==> config.mk <==
export PLATFORM = sky130hd
export DESIGN_NAME = dd_rom_loader_flat
export DESIGN_NICKNAME = d
export VERILOG_FILES = /design/src/rtl/dd_rom_pkg.sv /design/src/rtl/dd_rom_loader_if.sv /design/src/rtl/dd_rom_region_dec.sv /design/src/rtl/dd_rom_loader.sv /design/src/flat_wrapper.sv
export SDC_FILE = /design/constraint.sdc
export NUM_CORES = 1
export LEC_CHECK = 0
export CORE_MARGIN = 2
export CORE_UTILIZATION = 35
export CTS_CLUSTER_SIZE = 20
export DETAILED_ROUTE_END_ITERATION = 12
export PLACE_DENSITY = 0.5
export SLEW_MARGIN = 0
export SYNTH_ARGS = -nofsm -noshare
export SYNTH_HDL_FRONTEND = slang
export SYNTH_HIERARCHICAL = 1
export SYNTH_SLANG_ARGS = --single-unit
==> constraint.sdc <==
create_clock -name clk_sys -period 3 [get_ports clk_sys]
set_input_delay 0.9 -clock clk_sys [delete_from_list [all_inputs] [get_ports clk_sys]]
set_output_delay 0.9 -clock clk_sys [all_outputs]
set_load 0.05 [all_outputs]
==> src/rtl/dd_rom_pkg.sv <==
// Shared definitions for the DigDug ROM download path: region map, region and
// sequencer state enums, and lookup helpers used by the decoder and checker.
package dd_rom_pkg;

  localparam int NUM_REGIONS = 8;

  localparam logic [15:0] R0_BASE = 16'h0000, R0_SIZE = 16'd16384;
  localparam logic [15:0] R1_BASE = 16'h4000, R1_SIZE = 16'd8192;
  localparam logic [15:0] R2_BASE = 16'h6000, R2_SIZE = 16'd4096;
  localparam logic [15:0] R3_BASE = 16'h7000, R3_SIZE = 16'd2048;
  localparam logic [15:0] R4_BASE = 16'h7800, R4_SIZE = 16'd4096;
  localparam logic [15:0] R5_BASE = 16'h8800, R5_SIZE = 16'd16384;
  localparam logic [15:0] R6_BASE = 16'hC800, R6_SIZE = 16'd4096;
  localparam logic [15:0] R7_BASE = 16'hD800, R7_SIZE = 16'd1024;
  localparam logic [15:0] IMAGE_END = 16'hDC00;

  // Largest region is 16 KiB, so a 15-bit count saturating there still
  // distinguishes an overcount of every smaller region.
  localparam logic [14:0] CNT_MAX = 15'd16384;

  typedef enum logic [2:0] {
    R0_CPU0, R1_CPU1, R2_CPU2, R3_FGCHR, R4_BGCHR, R5_SPCHR, R6_BGMAP, R7_PROM
  } region_e;

  typedef enum logic [2:0] {
    S_IDLE, S_LOAD, S_CHECK, S_HOLD, S_RUN, S_ERR
  } state_e;

  function automatic logic [15:0] region_base(input region_e r);
    case (r)
      R0_CPU0:  return R0_BASE;
      R1_CPU1:  return R1_BASE;
      R2_CPU2:  return R2_BASE;
      R3_FGCHR: return R3_BASE;
      R4_BGCHR: return R4_BASE;
      R5_SPCHR: return R5_BASE;
      R6_BGMAP: return R6_BASE;
      R7_PROM:  return R7_BASE;
      default:  return IMAGE_END;
    endcase
  endfunction

  function automatic logic [15:0] region_size(input region_e r);
    case (r)
      R0_CPU0:  return R0_SIZE;
      R1_CPU1:  return R1_SIZE;
      R2_CPU2:  return R2_SIZE;
      R3_FGCHR: return R3_SIZE;
      R4_BGCHR: return R4_SIZE;
      R5_SPCHR: return R5_SIZE;
      R6_BGMAP: return R6_SIZE;
      R7_PROM:  return R7_SIZE;
      default:  return 16'd0;
    endcase
  endfunction

endpackage

==> src/rtl/dd_rom_loader_if.sv <==
// Download stream from the HPS plus the registered ROM write port toward the core.
interface dd_rom_loader_if #(
  parameter int ADDR_W = 25
);
  logic              dl_active;
  logic              dl_wr;
  logic [ADDR_W-1:0] dl_addr;
  logic [7:0]        dl_data;
  logic [7:0]        rom_we;
  logic [13:0]       rom_addr;
  logic [7:0]        rom_data;

  modport master (
    output dl_active, dl_wr, dl_addr, dl_data,
    input  rom_we, rom_addr, rom_data
  );

  modport slave (
    input  dl_active, dl_wr, dl_addr, dl_data,
    output rom_we, rom_addr, rom_data
  );
endinterface

==> src/rtl/dd_rom_region_dec.sv <==
// Combinational image-address decoder: selects the owning ROM region and
// produces the region-local byte address.
module dd_rom_region_dec
  import dd_rom_pkg::*;
#(
  parameter int ADDR_W = 25
) (
  input  logic [ADDR_W-1:0] addr,
  output logic              hit,
  output logic [7:0]        sel,
  output logic [13:0]       loc_addr
);
  logic [ADDR_W-1:0] base;
  logic [ADDR_W-1:0] lim;

  always_comb begin
    hit      = 1'b0;
    sel      = '0;
    loc_addr = '0;
    base     = '0;
    lim      = '0;
    for (int i = 0; i < NUM_REGIONS; i++) begin
      base = ADDR_W'(region_base(region_e'(i)));
      lim  = base + ADDR_W'(region_size(region_e'(i)));
      if (addr >= base && addr < lim) begin
        hit      = 1'b1;
        sel[i]   = 1'b1;
        loc_addr = 14'(addr - base);
      end
    end
  end
endmodule

==> src/rtl/dd_rom_loader.sv <==
// Download sequencer: routes HPS bytes into the eight DigDug ROM regions, checks
// per-region byte counts and holds the core in reset until a good image settles.
module dd_rom_loader
  import dd_rom_pkg::*;
#(
  parameter int HOLD_CYCLES = 1024,
  parameter int ADDR_W      = 25
) (
  input  logic           clk_sys,
  input  logic           RESET_N,
  dd_rom_loader_if.slave bus,
  output logic           core_reset,
  output logic           load_ok,
  output logic           load_err
);
  state_e      state, state_nx;
  logic        act_q, rise, fall;
  logic        accept, image_good, oor;
  logic        hit;
  logic [7:0]  sel;
  logic [13:0] loc_addr;
  logic [14:0] cnt [NUM_REGIONS];
  logic [15:0] hold_cnt;
  logic [7:0]  we_p1;
  logic [13:0] addr_p1;
  logic [7:0]  data_p1;

  dd_rom_region_dec #(.ADDR_W(ADDR_W)) u_dec (
    .addr     (bus.dl_addr),
    .hit      (hit),
    .sel      (sel),
    .loc_addr (loc_addr)
  );

  assign rise = bus.dl_active & ~act_q;
  assign fall = ~bus.dl_active & act_q;

  always_comb begin
    image_good = ~oor;
    for (int i = 0; i < NUM_REGIONS; i++)
      if (cnt[i] != 15'(region_size(region_e'(i)))) image_good = 1'b0;
  end

  always_comb begin
    state_nx   = state;
    accept     = 1'b0;
    core_reset = 1'b1;
    unique case (state)
      S_IDLE, S_ERR: state_nx = state;
      S_LOAD: begin
        accept = bus.dl_wr;
        if (fall) state_nx = S_CHECK;
      end
      S_CHECK: state_nx = image_good ? S_HOLD : S_ERR;
      S_HOLD:  if (hold_cnt == '0) state_nx = S_RUN;
      S_RUN:   core_reset = 1'b0;
      default: state_nx = S_IDLE;
    endcase
    // A new download always wins, whatever the sequencer was doing.
    if (rise) state_nx = S_LOAD;
  end

  // act_q resets high so a download already active across reset is not
  // mistaken for a fresh one.
  always_ff @(posedge clk_sys or negedge RESET_N) begin
    if (!RESET_N) begin
      state    <= S_IDLE;
      act_q    <= 1'b1;
      hold_cnt <= '0;
      load_ok  <= 1'b0;
      load_err <= 1'b0;
      oor      <= 1'b0;
    end else begin
      state <= state_nx;
      act_q <= bus.dl_active;
      if (state == S_CHECK)
        hold_cnt <= 16'(HOLD_CYCLES - 1);
      else if (state == S_HOLD && hold_cnt != '0)
        hold_cnt <= hold_cnt - 16'd1;
      if (rise) begin
        load_ok  <= 1'b0;
        load_err <= 1'b0;
        oor      <= 1'b0;
      end else begin
        if (state == S_CHECK) begin
          load_ok  <= image_good;
          load_err <= ~image_good;
        end
        if (accept && !hit) oor <= 1'b1;
      end
    end
  end

  always_ff @(posedge clk_sys or negedge RESET_N) begin
    if (!RESET_N) begin
      for (int i = 0; i < NUM_REGIONS; i++) cnt[i] <= '0;
    end else if (rise) begin
      for (int i = 0; i < NUM_REGIONS; i++) cnt[i] <= '0;
    end else if (accept) begin
      for (int i = 0; i < NUM_REGIONS; i++)
        if (sel[i] && cnt[i] != CNT_MAX) cnt[i] <= cnt[i] + 15'd1;
    end
  end

  // ---- stage p1: registered ROM write port ----
  always_ff @(posedge clk_sys or negedge RESET_N) begin
    if (!RESET_N) begin
      we_p1   <= '0;
      addr_p1 <= '0;
      data_p1 <= '0;
    end else begin
      we_p1 <= accept ? sel : 8'h00;
      if (accept && hit) begin
        addr_p1 <= loc_addr;
        data_p1 <= bus.dl_data;
      end
    end
  end

  assign bus.rom_we   = we_p1;
  assign bus.rom_addr = addr_p1;
  assign bus.rom_data = data_p1;
endmodule

==> src/flat_wrapper.sv <==
// flat-port wrapper written by rule: the top's interface ports become plain ports
module dd_rom_loader_flat import dd_rom_pkg::*;
#(
  parameter int HOLD_CYCLES = 1024,
  parameter int ADDR_W      = 25
)
  (clk_sys, RESET_N, core_reset, load_ok, load_err, bus_dl_active, bus_dl_wr, bus_dl_addr, bus_dl_data, bus_rom_we, bus_rom_addr, bus_rom_data);
  dd_rom_loader_if #(.ADDR_W(ADDR_W)) bus_i ();
  input  logic clk_sys;
  input  logic RESET_N;
  output logic core_reset;
  output logic load_ok;
  output logic load_err;
  input wire logic [$bits(bus_i.dl_active)-1:0] bus_dl_active;
  input wire logic [$bits(bus_i.dl_wr)-1:0] bus_dl_wr;
  input wire logic [$bits(bus_i.dl_addr)-1:0] bus_dl_addr;
  input wire logic [$bits(bus_i.dl_data)-1:0] bus_dl_data;
  output wire logic [$bits(bus_i.rom_we)-1:0] bus_rom_we;
  output wire logic [$bits(bus_i.rom_addr)-1:0] bus_rom_addr;
  output wire logic [$bits(bus_i.rom_data)-1:0] bus_rom_data;
  assign bus_i.dl_active = bus_dl_active;
  assign bus_i.dl_wr = bus_dl_wr;
  assign bus_i.dl_addr = bus_dl_addr;
  assign bus_i.dl_data = bus_dl_data;
  assign bus_rom_we = bus_i.rom_we;
  assign bus_rom_addr = bus_i.rom_addr;
  assign bus_rom_data = bus_i.rom_data;
  dd_rom_loader #(.HOLD_CYCLES(HOLD_CYCLES), .ADDR_W(ADDR_W)) u_core (.clk_sys(clk_sys), .RESET_N(RESET_N), .bus(bus_i), .core_reset(core_reset), .load_ok(load_ok), .load_err(load_err));
endmodule
[Yosys cells after proc, flatten, opt, wreduce, memory -nomap -nowiden]
Cells that the tools add are included.
Word-level totals
  bits in registers: 173
Cells by class
  bitwise operators: 6
  multiplexer cells: 57
  reduce and logical (&&, ||, !) cells: 45
  magnitude comparators: 16
  $add $sub $neg: 16
  equality and inequality tests: 22
Operators by type and width (count)
  $mux 120: 2
  $add 15x1->15 const B: 8
  $mux 15: 8
  $ne 15x15->1 const B: 8
  $mux 14: 8
  $ge 25x15->1 const B: 4
  $lt 25x15->1 const B: 4
  $lt 25x16->1 const B: 4
  $ge 25x16->1 const B: 3
  $ne 15x13->1 const B: 3
  $sub 14x14->14 const B: 3
  $mux 16: 2
  $mux 1: 31
  $sub 14x12->14 const B: 2
  $ge 25x1->1 const B: 1
  $reduce_bool 2->1: 12
  $logic_and 1x1->1: 19
  $logic_not 16->1: 1
  $reduce_and 2->1: 8
  $reduce_bool 16->1: 1
  $sub 16x1->16 const B: 1
  $ne 15x11->1 const B: 1
  $ne 15x12->1 const B: 1
  $ne 15x14->1 const B: 1
  other kinds (16): 26

[Logic depth before layout (Yosys ltp)]
Gate-level depths: netlist (run 1).
  depth in word-level cells: 14
  depth in mapped cells: 12
  mapped depth without buffers: 11

[Cells and area by module]
Netlist (run 1), hierarchy kept.
By module, submodules not included
  dd_rom_loader: cells each 924, area an instance 8939.8 um2, sequential area each 4330.4 um2, instances 1
  dd_rom_region_dec: cells each 82, area an instance 586.8 um2, sequential area each 0.0 um2, instances 1

[Worst setup path after synthesis (run 1)]
No wires, ideal clock.
  path kind: in2reg
  start point: input port bus_dl_addr[19]
  end point: register u_core/cnt[114] (netlist name)
  cell stages on the path: 9
  arrival: 2.904 ns
  path buffers: 1
  path slack: 0.018 ns
  setup time: 0.078 ns
  path through: nor3_1 > and3_2 > nand2b_1 > nor2_1 > nand2_4 > or4_1 > buf_2 > or3_1 > a21oi_1
On the way
  longest elaborated chain between the ends: 6
Ends and longest elaborated chain
  start, declared: RTL line flat_wrapper.sv:16  | input wire logic [$bits(bus_i.dl_addr)-1:0] bus_dl_addr;
  $ge 25x1->1 / $lt 25x15->1 (equally long branches): RTL line dd_rom_region_dec.sv:25  | if (addr >= base && addr < lim) begin
  $logic_and 1x1->1 (*): RTL line dd_rom_region_dec.sv:25
  $mux 1 (*): RTL line dd_rom_region_dec.sv:25
  named net u_core.sel[0]: RTL line dd_rom_loader.sv:20  | logic [7:0] sel;
  $logic_and 1x1->1 (*): RTL line dd_rom_loader.sv:101  | if (sel[i] && cnt[i] != CNT_MAX) cnt[i] <= cnt[i] + 15'd1;
  $reduce_bool 2->1 (no line) (*)
  $reduce_and 2->1 (no line) (*)
  end, declared: RTL line dd_rom_loader.sv:22  | logic [14:0] cnt [NUM_REGIONS];
Mark *: on every way through the listed nets, which the timed path passes. The rest lies on a longest branch.
A chain may end at the register's enable or synchronous reset.

[Worst setup path in the final report (run 1)]
  start point: input port bus_dl_addr[18]
  end point: register u_core/cnt[119] (netlist name)
Same word-level chain as after synthesis.

==> impl_metrics.toml, run 1 <==
[status]
status = "finished, final reports clean"

[cts]
htree_levels = 4
clock-sinks = 173
cts-root-buf = "clkbuf_16"
cts_tree = "built"
ctsHoldBuffers = 0
clockBufferDepth = 2
numCtsBuffers = 17
insertion_delay_ps = 440
clkTransAtPathRegs_ps = 80

[global_routing]
grt_overflow_total = 0
grt_pass1_vias = 7482
grt_pass1_wl_um = 38800
grt_start_max_net_pins = 57
antenna_found_initial = 0
grt_usage_pct = 16.7

[synth]
ys_async_sr_fraction_pct = 100
syn_area_um2 = 9530
synthSimpleGateAreaFrac_pct = 29.5
synthMuxAreaShare_pct = 3.47
synth_edf_count = 0
yosysSeqAreaShare_pct = 45.5
syn_inst = 1006
synth.avg_cell_area_um2 = 9.47
synth.distinct_cells = 56
yosys_register_bits = 173
synth_compound_area_share_pct = 5.25
synth_area_leaders = "dfrtp_1 (45%), xnor2_1 (6.4%), nor2_1 (5.3%)"
synth_top_area_share_pct = 45.2
synth_fa_ha_area_share_pct = 3.02
synth_ff_type = "dfrtp_1"
syn-num-nets = 1066
synth_top_area_cell = "dfrtp_1"
synth-xor-area-share_pct = 9.38
synth_top_family_by_area = "simple AND/OR/NAND/NOR gates"
yosys_warnings = 6

[routing]
drt_wl_total_um = 23000
dr.pass1.iters = 4
routed_via_density = 5.10
ant_nets = 0
route.detailed.wl_per_inst_um = 15.3
first_iter_violations = 394
drc = 0
vias = 7653

[floorplan]
die_h_um = 169
die_w_um = 169
ios = 70
num_rows = 60
start_util_pct = 35.4
core_um2 = 26900
die_area_um2 = 28600

[critical_path]
critical_path.most_common_cell = "buf_4"
worst-setup-path-type = "input pin to flop"
required_ps = 3360
critPathMaxStageDelay_ps = 410
cp_cell_sequence = "clkdlybuf4s50_1 > nor3_2 > buf_4 > and3_4 > nand2b_4 > nor2_2 > nand2_4 > buf_4 > or3_4 > or4_1 > a21oi_1"
slowest_stage = "clkdlybuf4s50_1"
arrival_ps = 3280
crit_fanout = 6
path_buf_inv = 3
path_delay_family = "simple AND/OR/NAND/NOR gates"
start_kind = "input pin"
end_kind = "flop"

[timing]
rsz0062_at_grt = "no"
timing.slew.headroom_pct = 61.8
fmax_mhz = 342
hold_viol_final = 0
finalCriticalPeriod_ps = 2920
tightest_slew_ps = 568
slew_violations = 0
fin_tns_setup_ps = 0
fin_skew_ps = 15.7
setup_viol_count_final = 0
finalWorstSetupSlack_ps = 80.3
finalCritPeriodShare_pct = 97.3

[cells_and_area]
antenna_cells = 0
area_growth_syn_to_layout_pct = 26.5
nNetsFinal = 1208
drive_gt1_share_pct = 17.1

[placed_design]
portBuffers = 69
dpl_worst_slack_ps = -591
gp_congestion = 0.798
hpwl_um = 16100

[min_path]
holdCritPathClass = "input pin to async pin"

[job]
maxCapViolations = 0

[power]
power.density_nw_per_um2 = 449
p_leak_nw = 5.17
ir_worst_vdd_mv = 0.325
[placed cells by master, fill, tap and decap left out, types with 40 or more instances in the layout]
master           synthesis  layout
nand3_1                 49      47
inv_1                   49      49
nor2_1                 134     130
xnor2_1                 70      70
clkdlybuf4s50_1          0      55
nor4_1                  40      40
dfrtp_1                172     172
buf_4                    1      89
nand2_1                 57      56
nand4_1                 49      49
[timing repair]
item | in CTS | in global routing
hold endpoints to repair | 0 | 0
setup endpoints to repair | 17 | 71
pin swaps | 8 | 7
gates resized for setup | 20 | 25
cloned | 0 | 1
setup buffers | 2 | 2
[where the power goes]
group / total (mW) / internal [mW] / switching, mW
clock: 2.30 / 1.23 / 1.07
combinational: 0.609 / 0.256 / 0.353
sequential: 2.50 / 2.41 / 0.0880
total: 5.41 / 3.89 / 1.51
[Yosys cell counts (21+ instances only)]
master,count
dfrtp_1,172
nor3_1,33
a21oi_1,33
clkbuf_1,28
nor4b_1,21
nand3_1,49
xor2_1,32
inv_1,49
nor4_1,40
o21ai_0,23
xnor2_1,70
mux2_2,24
nor2_1,134
ha_1,23
nand2_1,57
nor2b_1,23
nand4_1,49
[layout make-up]
class	instances	area, um^2
fill	2613	14800
multi-input combinational	741	4990
sequential	173	4330
timing repair buffer	166	1520
clock buffer	19	453
tap	341	427
inverter	49	184
clock inverter	13	149
[state kept, by name, indices dropped and copies added, names as in the netlist]
register             flops
u_core/state             3
u_core/bus.rom_addr     14
u_core/load_ok           1
u_core/bus.rom_data      8
u_core/load_err          1
u_core/act_q             1
u_core/bus.rom_we        8
u_core/cnt             120
u_core/hold_cnt         16
u_core/oor               1
[final timing paths]
path,start,endpoint,slack [ps],depth (start not counted)
setup / recovery,bus_dl_addr[18],u_core/cnt[119],80,11
hold / removal,RESET_N,u_core/bus.rom_data[2],430,1
setup reg to reg,u_core/cnt[105],u_core/state[2],320,7
hold reg to reg,u_core/hold_cnt[6],u_core/hold_cnt[6],500,1
max in group asynchronous,RESET_N,u_core/bus.rom_data[5],1910,2
min in group clk_sys,u_core/hold_cnt[6],u_core/hold_cnt[6],500,1
[cell families (layout without fill, tap and decap cells)]
family / count (synthesis) / in the layout
xor+xnor: 102 / 102
buf+inv: 92 / 247
simple gates: 506 / 506
fa+ha+maj: 23 / 23
mux: 30 / 30
compound gates: 80 / 80
flops: 173 / 173
[routing by layer]
| metal | wire [um] | vias to the layer above | GRT usage, % |
|---|---|---|---|
| met1 | 11400 | 3706 | 23.5 |
| met5 | 0 | - | 0 |
| met3 | 648 | 17 | 2.45 |
| met2 | 10600 | 95 | 26.9 |
| met4 | 254 | 0 | 4.61 |
| li1 | - | 3835 | - |
[through the flow]
stage	util (%)	cell area, um^2	instances	power [mW]	hold WS [ps]
finish	44.8	12000	1502	5.41	434
global placement	41.8	11200	1465	3.15	478
detailed placement	41.8	11200	1465	3.16	476
CTS	44.2	11900	1499	5.47	448
global route	44.8	12000	1502	5.66	455
floorplan	-	9530	1006	2.87	441
Power figures use the tool's default switching activity.
==> run 2, diff against run 1 <==
--- a/config.mk
+++ b/config.mk
@@ -7,8 +7,10 @@
 export LEC_CHECK = 0
 export CORE_MARGIN = 2
 export CORE_UTILIZATION = 35
+export CTS_BUF_LIST = sky130_fd_sc_hd__clkbuf_4 sky130_fd_sc_hd__clkbuf_8
 export CTS_CLUSTER_SIZE = 20
 export DETAILED_ROUTE_END_ITERATION = 12
+export HOLD_SLACK_MARGIN = 0.05
 export PLACE_DENSITY = 0.5
 export SLEW_MARGIN = 0
 export SYNTH_ARGS = -nofsm -noshare
==> run 2 against run 1 <==
Final cell count about the same. Sequential share of layout area grew 0.73 points. Global-route usage down 0.19 points. Non-clock buffer count decreased by 1. First-iteration DRC count rose by 15%. Count of clock-buffer cells in the layout stayed put. Clock skew rose by 5.4 ps. Highest routed layer unchanged. Wire length is 1.8% lower.
==> impl_metrics.toml, run 2 (synthesis gave the netlist of run 1 again) <==
[status]
status = "finished, final reports clean"

[cells_and_area]
multiInputGateArea_um2 = 4930
layout_commonest_cell = "dfrtp_1"
largest_register = "u_core/cnt"
nNetsFinal = 1207
antenna_cells = 0
drive_gt1_share_pct = 16.3
area_growth_syn_to_layout_pct = 23.9
fillers = 2633
layout_common_cells = "dfrtp_1 (172), nor2_1 (131), buf_4 (90)"
regArea_um2 = 4330
largest_reg_flops = 120

[routing]
route.met3.wl_um = 584
route.detailed.wl_per_inst_um = 15.0
drc = 0
drt_wl_total_um = 22500
ant_nets = 0
dr.pass1.iters = 4
routed_via_density = 5.08
first_iter_violations = 455
dr.max_layer_used = "met4"
drt-met1-wl_um = 11200
vias = 7620
wl_met2_um = 10500

[global_routing]
antenna_found_initial = 0
grt_usage_pct = 16.5
grt_pass1_wl_um = 38500
grt_overflow_total = 0
grt_pass1_vias = 7498
grt_start_max_net_pins = 57

[timing]
setup_viol_count_final = 0
finalCritPeriodShare_pct = 96.8
fin_tns_setup_ps = 0
rsz0062_at_grt = "no"
fmax_mhz = 344
timing.slew.headroom_pct = 61.8
tightest_slew_ps = 568
fin_skew_ps = 21.1
slew_violations = 0
hold_viol_final = 0
finalCriticalPeriod_ps = 2900

[placed_design]
hpwl_um = 16100
gp_congestion = 0.798
portBuffers = 69

[min_path]
holdCritPathClass = "input pin to async pin"

[critical_path]
timing.rr.start = "u_core/cnt[105]"
r2r_cells = 7
worst-setup-path-type = "input pin to flop"
required_ps = 3390
end_kind = "flop"
r2r_end = "u_core/state[2]"
rrSetupSlack_ps = 290
crit_fanout = 4
arrival_ps = 3290
start_kind = "input pin"

[power]
power.density_nw_per_um2 = 409
ir_worst_vdd_mv = 0.188
power_mw = 4.82
p_switching_mw = 1.42
p_int_mw = 3.40
combPwrFrac_pct = 12.4
switching_share_pct = 29.5
pwr-share-seq_pct = 51.8
p_clk_share_pct = 35.8
p_leak_nw = 5.12

[cts]
clockBufferDepth = 2
ctsHoldBuffers = 0
cts-root-buf = "clkbuf_8"
insertion_delay_ps = 470
htree_levels = 4
clkTransAtPathRegs_ps = 110
cts_tree = "built"
numCtsBuffers = 17
clock-sinks = 173

[floorplan]
die_area_um2 = 28600
num_rows = 60
die_h_um = 169
ios = 70
start_util_pct = 35.4
die_w_um = 169
core_um2 = 26900

[job]
maxCapViolations = 0
-- run 2: power by group through the flow --
stage	clock network (mW)	registers (mW)	logic, mW
global route	1.89	2.51	0.676
global placement	0	2.54	0.609
detailed placement	0	2.54	0.612
CTS	1.80	2.50	0.613
floorplan	0	2.53	0.334
finish	1.73	2.50	0.599
-- run 2: cell type report --
| type | instances | area share, % |
|---|---|---|
| clock buffer | 19 | 2.21 |
| inverter | 49 | 1.56 |
| tap | 341 | 3.61 |
| sequential | 173 | 36.7 |
| timing repair buffer | 165 | 12.9 |
| clock inverter | 13 | 1.26 |
| multi-input combinational | 741 | 41.8 |
-- run 2: how the worst max path moves through the flow --
stage / slack [ps] / end / cells after the start / from
6_report: 100 / u_core/cnt[103] / 10 / bus_dl_addr[21]
2_1_floorplan: 20 / u_core/cnt[114] / 9 / bus_dl_addr[19]
4_1_cts: -10 / u_core/cnt[14] / 10 / bus_dl_addr[23]
3_3_place_gp: -570 / u_core/cnt[114] / 9 / bus_dl_addr[23]
3_5_place_dp: -590 / u_core/cnt[114] / 9 / bus_dl_addr[23]
5_1_grt: 2 / u_core/cnt[103] / 10 / bus_dl_addr[16]
-- run 2: timing repair --
| action | 4_1_cts | 5_1_grt |
|---|---|---|
| resized for setup | 7 | 29 |
| pin swaps | 0 | 9 |
| endpoints found under the setup margin | 9 | 67 |
| endpoints found under the hold margin | 0 | 0 |
| setup buffers | 0 | 4 |
-- run 2: layer usage --
layer	up-vias	GRT usage (%)
li1	3837	-
met1	3699	23.1
met2	68	27.0
met3	16	2.62
met4	0	3.79
met5	-	0
-- run 2: through the flow --
step           utilization [%]  cells  worst slack (ps)  hold slack [ps]  cell area [um^2]
5_1_grt                   43.9   1501              2.23              389             11800
2_1_floorplan                -   1006              17.8              441              9530
4_1_cts                   43.4   1497             -13.9              390             11700
6_report                  43.9   1501              97.2              389             11800
3_5_place_dp              41.8   1465              -591              476             11200
3_3_place_gp              41.8   1465              -568              478             11200
-- run 2: critical path: stages --
cell and delay (ps):
clkdlybuf4s50_1 440, nor4_4 240, buf_4 160, nand3_4 80
nor2_2 110, and3_2 240, nand2_1 80, or3_4 410
or4_1 470, a21oi_1 150
==> run 3, diff against run 2 <==
--- a/config.mk
+++ b/config.mk
@@ -5,7 +5,7 @@
 export SDC_FILE = /design/constraint.sdc
 export NUM_CORES = 1
 export LEC_CHECK = 0
-export CORE_MARGIN = 2
+export CORE_MARGIN = 10
 export CORE_UTILIZATION = 35
 export CTS_BUF_LIST = sky130_fd_sc_hd__clkbuf_4 sky130_fd_sc_hd__clkbuf_8
 export CTS_CLUSTER_SIZE = 20
==> run 3 against run 2 <==
Die area rose by 20%. Critical path depth did not move. Flip-flop and latch count did not move. Count of clock-buffer cells in the layout fell by 2. Register-to-register slack got worse by 40 ps. Total power fell by 2.1%. Critical endpoint is now u_core/cnt[119]. Largest power group unchanged.
==> impl_metrics.toml, run 3 (synthesis gave the netlist of run 1 again) <==
[routing]
routed_via_density = 5.12
drt_wl_total_um = 23000
vias = 7607
dr.pass1.iters = 4
drc = 0
ant_nets = 0
route.detailed.wl_per_inst_um = 15.5
first_iter_violations = 451

[timing]
fin_skew_ps = 19.1
hold_viol_final = 0
fin_tns_setup_ps = 0
tightest_slew_ps = 611
finalCritPeriodShare_pct = 95.3
finalCriticalPeriod_ps = 2860
timing.slew.headroom_pct = 58.9
setup_viol_count_final = 0
finalWorstSetupSlack_ps = 142
holdWs_ps = 353
slew_violations = 0
fmax_mhz = 350

[cells_and_area]
finalNonFillerCells = 1487
drive_gt1_share_pct = 15.6
layout_commonest_cell = "dfrtp_1"
largest_reg_flops = 120
antenna_cells = 0
area_growth_syn_to_layout_pct = 23.1
largest_register = "u_core/cnt"
nNetsFinal = 1195
layout_common_cells = "dfrtp_1 (172), nor2_1 (132), buf_4 (76)"
fillers = 2707
fin_area_um2 = 11700
final_util_pct = 43.6

[placed_design]
gp_congestion = 0.800
portBuffers = 69
dpl_worst_slack_ps = -568
placed_cells = 1455
postPlaceCellArea_um2 = 11200
hpwl_um = 16600

[critical_path]
path_delay_family = "simple AND/OR/NAND/NOR gates"
arrival_ps = 3240
worst-setup-path-type = "input pin to flop"
timing.rr.start = "u_core/cnt[105]"
path_buf_inv = 2
critPathMaxStageDelay_ps = 400
crit_fanout = 6
slowest_stage = "or3_4"
cp_cell_sequence = "clkdlybuf4s50_1 > nor2_1 > and3_4 > nand2b_1 > nor2_2 > nand2_4 > buf_4 > or3_4 > or4_1 > a21oi_1"
crit_start = "bus_dl_addr[17]"
required_ps = 3390
start_kind = "input pin"
end_kind = "flop"

[global_routing]
grt_usage_pct = 14.1
grt_pass1_wl_um = 39600
grt_start_max_net_pins = 59
grt_overflow_total = 0
antenna_found_initial = 0
grt_pass1_vias = 7688

[power]
p_int_mw = 3.40
ir_worst_vdd_mv = 0.212
combPwrFrac_pct = 12.8
p_leak_nw = 5.07
power_mw = 4.72
p_switching_mw = 1.33
switching_share_pct = 28.1
power.density_nw_per_um2 = 403
p_clk_share_pct = 34.4
pwr-share-seq_pct = 52.8

[cts]
cts_tree = "built"
numCtsBuffers = 17
clock-sinks = 173
htree_levels = 4
insertion_delay_ps = 460
cts-root-buf = "clkbuf_8"
clockBufferDepth = 2
clkTransAtPathRegs_ps = 100

[floorplan]
die_area_um2 = 34200
die_w_um = 185
core_um2 = 26900
ios = 70
start_util_pct = 35.4
die_h_um = 185
num_rows = 60

[job]
maxCapViolations = 0

[min_path]
holdCritPathClass = "input pin to async pin"

[status]
status = "finished, final reports clean"
==> run 3: changes by cell type in the layout (fill, tap and decap cells not counted), sizes merged <==
cell / previous run / this run
bufinv: 1 / 2
clkinvlp: 1 / 3
clkdlybuf4s50: 53 / 49
buf: 96 / 84
dlymetal6s2s: 14 / 18
clkinv: 4 / 5
inv: 56 / 52
clkbuf: 20 / 18
==> run 3: repair_timing <==
action,4_1_cts,5_1_grt
setup endpoints to repair,12,63
resized for setup,4,44
setup buffers,0,2
gates cloned,0,0
pin swaps,0,14
hold buffers,0,0
==> run 3: final timing paths <==
kind	to	slack [ps]	cells past startpoint
setup / recovery	u_core/cnt[119]	140	10
hold / removal	u_core/bus.rom_addr[3]	350	1
setup reg to reg	u_core/state[2]	250	7
hold reg to reg	u_core/hold_cnt[6]	490	1
max in group asynchronous	u_core/cnt[29]	1910	2
min in group clk_sys	u_core/hold_cnt[6]	490	1
==> run 3: metal layers <==
metal | vias to the layer above | part of all wire, % | track usage (%)
li1 | 3799 | - | -
met1 | 3713 | 49 | 19.1
met2 | 78 | 47 | 22.9
met3 | 17 | 2.7 | 2.25
met4 | 0 | 1.0 | 3.80
met5 | - | 0 | 0
==> run 3: power by group through the flow <==
| stage | clock [mW] | combinational, mW | sequential [mW] |
|---|---|---|---|
| 5_1_grt | 1.81 | 0.679 | 2.51 |
| 3_5_place_dp | 0 | 0.617 | 2.54 |
| 6_report | 1.62 | 0.604 | 2.50 |
| 2_1_floorplan | 0 | 0.334 | 2.53 |
| 3_3_place_gp | 0 | 0.613 | 2.54 |
| 4_1_cts | 1.70 | 0.617 | 2.50 |
==> run 3: layout make-up <==
cell class | count | area, um^2 | area share (%)
clock buffer | 17 | 234 | 2.00
clock inverter | 13 | 141 | 1.21
inverter | 49 | 184 | 1.57
multi-input combinational | 741 | 4960 | 42.3
sequential | 173 | 4330 | 36.9
tap | 341 | 427 | 3.64
timing repair buffer | 153 | 1450 | 12.4
